**config.mk**
```make
export PLATFORM = sky130hd
export DESIGN_NAME = register_bank
export DESIGN_NICKNAME = d
export VERILOG_FILES = /design/src/rtl/td4_pkg.sv /design/src/rtl/load_decoder.sv /design/src/rtl/register_bank.sv
export SDC_FILE = /design/constraint.sdc
export NUM_CORES = 1
export LEC_CHECK = 0
export CORE_UTILIZATION = 38
export DETAILED_ROUTE_END_ITERATION = 8
export PLACE_DENSITY = 0.77
export SYNTH_ARGS = -nofsm -noshare
export SYNTH_HDL_FRONTEND = slang
export SYNTH_SLANG_ARGS = --single-unit
```
**constraint.sdc**
```tcl
create_clock -name clk -period 1.2 [get_ports clk]
set_clock_uncertainty 0.2 [all_clocks]
set_input_delay 0.18 -clock clk [delete_from_list [all_inputs] [get_ports clk]]
set_output_delay 0.18 -clock clk [all_outputs]
set_load 0.1 [all_outputs]
```
**src/rtl/td4_pkg.sv**
```systemverilog
// Shared TD4 definitions: datapath width and the destination encoding used by
// both the read-side selector and the write-side register bank.
package td4_pkg;

  localparam int unsigned WIDTH = 4;

  typedef enum logic [1:0] {
    DST_A   = 2'b00,
    DST_B   = 2'b01,
    DST_OUT = 2'b10,
    DST_PC  = 2'b11
  } dst_e;

endpackage : td4_pkg

```
**src/rtl/load_decoder.sv**
```systemverilog
// One-hot destination decode for the ALU write-back.
// The PC strobe is qualified by the JNC/carry condition.
module load_decoder
  import td4_pkg::*;
(
  input  logic [1:0] ld_sel,
  input  logic       ld_en,
  input  logic       jnc,
  input  logic       carry,
  output logic       ld_a_c,
  output logic       ld_b_c,
  output logic       ld_out_c,
  output logic       ld_pc_c
);

  // With ld_en low every strobe stays low, whatever ld_sel holds.
  always_comb begin
    ld_a_c   = 1'b0;
    ld_b_c   = 1'b0;
    ld_out_c = 1'b0;
    ld_pc_c  = 1'b0;
    if (ld_en) begin
      case (ld_sel)
        DST_A:   ld_a_c   = 1'b1;
        DST_B:   ld_b_c   = 1'b1;
        DST_OUT: ld_out_c = 1'b1;
        DST_PC:  ld_pc_c  = ~jnc | ~carry;
        default: ld_pc_c  = 1'b0;
      endcase
    end
  end

endmodule : load_decoder

```
**src/rtl/register_bank.sv**
```systemverilog
// TD4 architectural state: A, B, OUT, PC and the carry flag.
// State advances only on cycles with step=1.
module register_bank #(
  parameter int unsigned               WIDTH    = td4_pkg::WIDTH,
  parameter logic [WIDTH-1:0]          PC_RESET = '0
) (
  input  logic             clk,
  input  logic             rst,
  input  logic             step,
  input  logic [1:0]       ld_sel,
  input  logic             ld_en,
  input  logic             jnc,
  input  logic [WIDTH-1:0] d,
  input  logic             c_in,
  output logic [WIDTH-1:0] a,
  output logic [WIDTH-1:0] b,
  output logic [WIDTH-1:0] out_port,
  output logic [WIDTH-1:0] pc,
  output logic             carry,
  output logic             jump_taken
);

  logic [WIDTH-1:0] a_q, a_d;
  logic [WIDTH-1:0] b_q, b_d;
  logic [WIDTH-1:0] out_q, out_d;
  logic [WIDTH-1:0] pc_q, pc_d;
  logic             carry_q, carry_d;
  logic             jump_taken_q, jump_taken_d;

  logic ld_a_c, ld_b_c, ld_out_c, ld_pc_c;

  load_decoder u_load_decoder (
    .ld_sel   (ld_sel),
    .ld_en    (ld_en),
    .jnc      (jnc),
    .carry    (carry_q),
    .ld_a_c   (ld_a_c),
    .ld_b_c   (ld_b_c),
    .ld_out_c (ld_out_c),
    .ld_pc_c  (ld_pc_c)
  );

  // Next-state: hold by default; a step writes one destination and moves PC.
  always_comb begin
    a_d          = a_q;
    b_d          = b_q;
    out_d        = out_q;
    pc_d         = pc_q;
    carry_d      = carry_q;
    jump_taken_d = 1'b0;
    if (step) begin
      if (ld_a_c)   a_d   = d;
      if (ld_b_c)   b_d   = d;
      if (ld_out_c) out_d = d;
      pc_d         = ld_pc_c ? d : pc_q + WIDTH'(1);
      carry_d      = c_in;
      jump_taken_d = ld_pc_c;
    end
  end

  always_ff @(posedge clk) begin
    if (rst) begin
      a_q          <= '0;
      b_q          <= '0;
      out_q        <= '0;
      pc_q         <= PC_RESET;
      carry_q      <= 1'b0;
      jump_taken_q <= 1'b0;
    end else begin
      a_q          <= a_d;
      b_q          <= b_d;
      out_q        <= out_d;
      pc_q         <= pc_d;
      carry_q      <= carry_d;
      jump_taken_q <= jump_taken_d;
    end
  end

  assign a          = a_q;
  assign b          = b_q;
  assign out_port   = out_q;
  assign pc         = pc_q;
  assign carry      = carry_q;
  assign jump_taken = jump_taken_q;

endmodule : register_bank

```
* Word level (Yosys, flattened, before mapping)
Cells that the tools add are included.
Storage, ports and cells: register bits after elaboration 18, bits of input ports 12, output and inout port bits 18, word-level logic and storage cells 28
Operators by class: $add $sub $neg 1, equality and inequality tests 3, multiplexer cells 9, bitwise logic cells 4, reductions and logical operators 5
Operators by type and width (number):
- $mux W1 | 8
- $reduce_and A2 Y1 | 3
- $add A4 B1 Y4 const B | 1
- $eq A2 B2 Y1 const B | 2
- $mux W4 | 1
- $not A1 Y1 | 3
- $eq A2 B1 Y1 const B | 1
- $logic_not A2 Y1 | 1
- $reduce_or A2 Y1 | 1
- $or A1 B1 Y1 | 1

* Longest topological paths before layout
depth after elaboration 5, mapped depth 5, gate-level depth less buffers 4

* Cells and area by module
Synthesis repeated with hierarchy kept, for this count alone.
Second synthesis, totals: cells, all modules 93, area, all modules 763.2 µm²
By module, submodules not included:
- register_bank | instances 1, cells each 87, area each 724.4 µm²
- load_decoder | instances 1, cells each 6, area each 38.8 µm²

* Least setup slack after synthesis
OpenSTA, ideal clock, no wires.
kind reg2reg, start point register carry_q, in the netlist carry, end point register pc_q[3], in the netlist pc[3], arrival 1.645 ns, data required time 0.926 ns, path slack -0.719 ns, cell stages (with the launch flop) 4, path buffers 0, path through dfxtp_1 nand2_1 a211o_1 a31oi_1
Between the ends: longest elaborated chain between the ends 5
RTL lines:
- start: declaration | line register_bank.sv:27 | logic carry_q, carry_d;
- start signal: assignment | line register_bank.sv:74 | carry_q <= carry_d;
- $not A1 Y1 | line load_decoder.sv:27 | DST_PC: ld_pc_c = ~jnc | ~carry;
- $or A1 B1 Y1 | line load_decoder.sv:27
- $mux W1 | line load_decoder.sv:23 | case (ld_sel)
- $mux W1 | line load_decoder.sv:22 | if (ld_en) begin
- $mux W4 | line register_bank.sv:55 | pc_d = ld_pc_c ? d : pc_q + WIDTH'(1);
- end signal: assignment | line register_bank.sv:73 | pc_q <= pc_d;
- end: declaration | line register_bank.sv:26 | logic [WIDTH-1:0] pc_q, pc_d;
Every way passes these cells. A chain may end at the register's enable or synchronous reset.

* Worst setup path after layout
start point register pc_q[0], in the netlist pc[0], end point register pc_q[1], in the netlist pc[1]
Between the ends: longest elaborated chain between the ends 2
RTL lines (line):
- $add A4 B1 Y4 | register_bank.sv:55
- $mux W4 | register_bank.sv:55
Every way passes these cells.

==> summary.txt <==
Detailed routing
  – Initial DRC count: 9
  – Pre-antenna DRT Iters: 5
  – Antenna viol nets, final: 0
  – Total routed wirelength: 2113 um
  – Via count: 758
  – Drt wl/cell: 14.37 um
  – Drt via density: 5.156
  – Drt drc: 0

Worst setup path
  – R2R cell count: 4
  – Top delay family on crit path: flip-flops
  – Reg-to-reg endpoint: pc[1]
  – Setup crit start kind: flop
  – Worst-path cell with the longest stage delay: dfxtp_4
  – Data arrival, critical path: 1320 ps
  – Reg2reg start: pc[0]
  – Slowest stage delay, CP: 360 ps
  – Worst Setup End Kind: flop
  – WP buf/inv: 1
  – Crit Path Max Fanout: 2
  – Path type of the worst setup path: reg -> reg
  – CP cell instances: buf_6 > ha_4 > o21ai_2 > a311oi_2
  – R2R Setup Slk: -120 ps
  – CP required: 1210 ps

Final layout
  – Multi-input gate area: 442.9 um2
  – Non-Filler Instances: 147
  – Fraction of layout instances using a drive strength above 1: 51.67%
  – Diode count: 0
  – Area grow syn2layout: 87.58%
  – Most common cell after layout, fill and taps aside: buf_12
  – Most frequent cells in the layout: buf_12 (18), nor2_1 (14), mux2i_1 (13)
  – Sequential cell area: 397.9 um2
  – # fillers: 142
  – # nets final: 134

Yosys
  – Syn_area_per_cell: 9.822 um2
  – Synth Area in Compound Gates: 8.758%
  – Post-Synthesis Cells: 80
  – Main combinational cell family by area after synthesis: simple AND/OR/NAND/NOR gates
  – Simple logic cell fraction of the synthesized area: 23.73%
  – Mux contribution to synthesized area: 16.56%
  – Synth Area in XOR/XNOR: 0%
  – Library cells used by synthesis: 26
  – Area share of the largest cell type after synthesis: 45.86%
  – Area of the mapped netlist: 785.8 um2
  – Largest cells by area after synthesis: dfxtp_1 (46%), mux2i_1 (17%), nor2_1 (6.7%)
  – Leading area contributor after synthesis: dfxtp_1
  – Synthesized flop and latch total: 18
  – Register area share after synthesis: 45.86%
  – Syn_nets: 93
  – Adder-cell area share of the yosys netlist: 1.592%
  – Yosys warnings: 0

Power and ir drop
  – Peak supply drop: 761.7 uV
  – Pwr Density: 977.5 nW/um2
  – Pwr Total: 1.441 mW
  – Static Leak: 0.6118 nW

Clock network
  – Clk_lat worst skew: 300 ps
  – H-tree lvl count: 1
  – CTS Buffer Depth: 2
  – Post-CTS Hold Fix Bufs: 0
  – CTS tree: yes
  – Clock root cell: clkbuf_4
  – Num CTS Buffers: 3
  – Clk slew on worst S/H paths: 110 ps
  – Sink Count: 18

Timing
  – Fmax: 0.7603 GHz
  – Worst-Margin Slew: 290.3 ps
  – Slew Viols, Final: 0
  – RSZ-0062 raised after global routing: yes
  – Final Worst Setup Slack: -115.3 ps
  – # setup viols final: 19
  – Fin. Hold Viols: 0
  – Tcrit/Tclk final: 109.6%
  – Slew HR: 80.59%
  – Min cycle time layout: 1315 ps
  – WHS: 293.1 ps

GRT
  – Total track usage: 20.77%
  – First-pass GRT wire length: 3167 um
  – Largest net degree at the start of global routing: 14
  – Total gr overflow: 0
  – Number of global-route vias before repair: 713
  – Initial antenna violation count: 0

Floorplan
  – Total Die Area: 2253 um2
  – Initial cell density of the core: 40.05%
  – Die width: 47.47 um
  – # rows: 16
  – IO Pins: 30
  – Die height: 47.47 um
  – Placeable Area: 1962 um2

Placement
  – Placed instance count: 139
  – Place WS: -488.9 ps
  – GP Congestion: 0.8163
  – Dpl hpwl: 1503 um
  – IO Port Bufs: 29

Outcome
  – Violated checks: setup timing
  – Status: complete, but fails checks

Min path
  – Worst hold endpoint: pc[1]
  – Hold Path Cell Cnt: 3
  – Hold WC Path Type: in -> reg
  – Hold Startpoint: step

Run
  – Max cap viols: 0
## worst max path at each step
stage / startpoint / end / slack (ps) / cells after the start
final: pc[0] / pc[1] / -120 / 4
after global routing: pc[0] / pc[1] / -140 / 4
after CTS: pc[0] / pc[0] / -110 / 2
after detailed placement: ld_sel[0] / a[2] / -490 / 4
after global placement: ld_sel[0] / a[2] / -440 / 4
after floorplan: pc[1] / pc[3] / -160 / 3
## synthesized netlist by cell type
| cell type | instances |
|---|---|
| and3b_1 | 1 |
| buf_4 | 2 |
| a41oi_1 | 1 |
| and3_4 | 1 |
| nor2b_1 | 3 |
| mux2i_1 | 13 |
| o211ai_1 | 1 |
| o21ai_1 | 1 |
| nand4_1 | 2 |
| and4bb_1 | 1 |
| a211o_1 | 1 |
| and2_1 | 1 |
| buf_2 | 1 |
| clkbuf_1 | 2 |
| a311oi_1 | 1 |
| nand3_1 | 3 |
| nand4b_1 | 2 |
| o22ai_1 | 1 |
| nand2_1 | 1 |
| nand2b_1 | 3 |
| a31oi_1 | 3 |
| o21ai_0 | 1 |
| dfxtp_1 | 18 |
| nor4b_1 | 1 |
| ha_1 | 1 |
| nor2_1 | 14 |
## metrics by stage
| step | TNS [ps] | cell area (um2) | utilization [%] |
|---|---|---|---|
| 4_1_cts | -853.8 | 1446 | 73.72 |
| 5_1_grt | -1206 | 1474 | 75.13 |
| 2_1_floorplan | -325.6 | 835.8 | - |
| 3_5_place_dp | -7396 | 1373 | 69.96 |
| 3_3_place_gp | -6903 | 1373 | 69.96 |
| 6_report | -746.4 | 1474 | 75.13 |
## worst min-delay path: stages
cell and delay (ps):
dlygate4sd2_1 260, buf_4 210, a311oi_2 110
## layout make-up
| class | instances | share of cell area (%) |
|---|---|---|
| Clock buffer | 4 | 2.462 |
| Multi-Input combinational cell | 57 | 30.05 |
| Sequential cell | 18 | 26.99 |
| Tap cell | 27 | 2.292 |
| Timing Repair Buffer | 41 | 38.20 |
## power by group
group	switching (mW)	internal (mW)	total [mW]
Sequential	0.0278	0.615	0.643
Combinational	0.240	0.178	0.418
Clock	0.195	0.185	0.380
Total	0.463	0.978	1.44
## per-layer routing
metal  routed length [um]  share of wire (%)  GRT usage [%]  up-vias
li1                     -                  -              -      369
met5                    0                  0              0        -
met4                   35                1.7          10.86        0
met2                 1107                 52          35.89       31
met1                  877                 42          24.88      353
met3                   93                4.4          3.019        5
## cells by family (layout without fill, tap and decap cells)
group | count (synthesis) | after routing
multiplexers | 13 | 13
buffers and inverters | 5 | 45
adder cells (fa/ha/maj) | 1 | 1
AND/OR/NAND/NOR | 33 | 33
flip-flops | 18 | 18
AO/OA/AOI/OAI | 10 | 10
## sequential cells by signal, summed over array words and instances (netlist names)
name,flops
carry,1
pc,4
jump_taken,1
b,4
a,4
out_port,4
## repair_timing
action | 4_1_cts | 5_1_grt
buffers inserted | 4 | 0
setup endpoints to repair | 35 | 23
gates resized for setup | 8 | 7
pin swaps | 2 | 3
cloned | 0 | 0
Power figures use the tool's default switching activity.
==> RTL edit: new RTL, config.mk and constraints unchanged <==
Reset style: asynchronous (`rst`), changed in one clocked block.
--- a/src/rtl/register_bank.sv
+++ b/src/rtl/register_bank.sv
@@ -58,7 +58,7 @@
     end
   end
 
-  always_ff @(posedge clk) begin
+  always_ff @(posedge clk or posedge rst) begin
     if (rst) begin
       a_q          <= '0;
       b_q          <= '0;
Behaviour: differs if rst is asserted again (counterexample within 4 cycles, from zero or initial values and one cycle with rst high); with rst held inactive, the same outputs for 10 cycles.
==> RTL edit against the original RTL <==
The run still ends with setup timing left. Area after synthesis increased by 3.5%. Routed wire length increased by 18%. Sequential cell count unchanged. Register-to-register slack got worse by 140 ps. Design area increased by 14%. Setup slack got worse by 170 ps. Fmax decreased by 11%.
Power is not compared: it rests on default switching activity, and its combinational part moved more than twofold at a synthesized area within 25%.
==> RTL edit: results (changes against the original RTL) <==
[worst_setup_path]
worst_setup_path_endpoint = pc[0]  ; was pc[1]
r2r_startpoint = pc[1]  ; was pc[0]
critical_path.reg2reg.endpoint = pc[3]  ; was pc[1]
critPathLaunch = pc[0]  ; unchanged
cpMaxStageDelayCell = dfrtp_4  ; was dfxtp_4
worst-path-max-fanout = 4  ; was 2
cp.arrival_ps = 1100  ; was 1320 ps
worst_r2r_path_depth = 5  ; was 4
timing.critical_path.slowest_cell_delay_ps = 510  ; was 360 ps
regToRegSetupSlack_ps = -260  ; was -120 ps

[clock_network]
ctsRootBufferMaster = clkbuf_4  ; unchanged

[final_layout]
layout.area.seq_sq_um = 513.0  ; was 397.9 sq um
fraction_of_final_layout_cells_sized_beyond_drive_strength_1_pct = 71.05  ; was 51.67%
design.final.nets = 128  ; was 134
fillCellCount = 93  ; was 142

[global_routing]
largest_net_degree_at_the_start_of_global_routing = 19  ; was 14
first_global_vias = 748  ; was 713
grt_pass1_wl_um = 3650  ; was 3167 um
grt_usage_pct = 23.98  ; was 20.77%

[sta]
report.final.setup_viol = 23  ; was 19
maxSlewHeadroom_pct = 84.49  ; was 80.59%
setup_ws_ps = -282.4  ; was -115.3 ps

[routing]
drtPass1Iterations = 4  ; was 5
drt-total-wl_um = 2483  ; was 2113 um
first_iter_violations = 14  ; was 9
route.vias.total = 727  ; was 758

[synthesis]
post_synth_most_frequent_cells = dfrtp_1, mux2_2, nand2_1  ; was dfxtp_1, nor2_1, mux2i_1
synthesis.nets = 76  ; was 93
sequential_to_total_area_share_from_yosys_stat_pct = 55.38  ; was 45.86%
async_flop_share_pct = 100.0  ; was 0%
synth.lib_cells_used.distinct = 22  ; was 26

[placed_design]
detailed_place.area_sq_um = 1530  ; was 1373 sq um
gp_congestion = 0.8740  ; was 0.8163
preCtsSetupSlack_ps = -566.9  ; was -488.9 ps

[run_status]
status = finished, violations left  ; unchanged
violations = setup timing  ; unchanged

[min_path]
hold_class = in2async  ; was in2reg

## RTL edit: worst min path at each step
| stage | start | end | slack, ps | depth (start not counted) |
|---|---|---|---|---|
| 5_1_grt | rst | b[1] | 30 | 3 |
| 3_5_place_dp | rst | b[3] | 340 | 3 |
| 3_3_place_gp | rst | a[3] | 320 | 3 |
| 4_1_cts | rst | b[3] | 20 | 3 |
| 2_1_floorplan | rst | a[0] | -80 | 1 |
| 6_report | rst | b[3] | 20 | 3 |
## RTL edit: layer usage
metal | part of all wire, % | vias to the layer above | track usage, %
met5 | 0 | - | 0
met2 | 55 | 27 | 41.60
met4 | 0.81 | 0 | 9.444
li1 | - | 333 | -
met3 | 3.5 | 4 | 2.222
met1 | 41 | 363 | 30.56
## RTL edit: area by class of cell
type / count / share of cell area, %
Sequential cell: 18 / 30.64
Tap cell: 27 / 2.018
Multi-Input combinational cell: 41 / 24.89
Clock buffer: 4 / 2.167
Timing Repair Buffer: 49 / 39.84
Inverter: 2 / 0.4484
## RTL edit: cell families (layout without fill, tap and decap cells)
family,Yosys count,after routing,synth area share (%)
and+or+nand+nor,19,19,14.77
DFF,18,18,55.38
buffers and inverters,4,55,2.154
AOI/OAI and AO/OA,8,8,8.155
adders and majority gates,1,1,1.538
muxes,13,13,18.00
## RTL edit: repair_timing
| item | 4_1_cts | 5_1_grt |
|---|---|---|
| resized for setup | 14 | 6 |
| setup endpoints to repair | 36 | 28 |
| setup buffers | 7 | 0 |
## RTL edit: metrics by stage
| stage | setup TNS (ps) | instances |
|---|---|---|
| final | -3861 | 141 |
| after global placement | -8173 | 130 |
| after detailed placement | -8729 | 130 |
| after global routing | -4478 | 141 |
| after CTS | -3847 | 141 |
| after floorplan | -1285 | 63 |
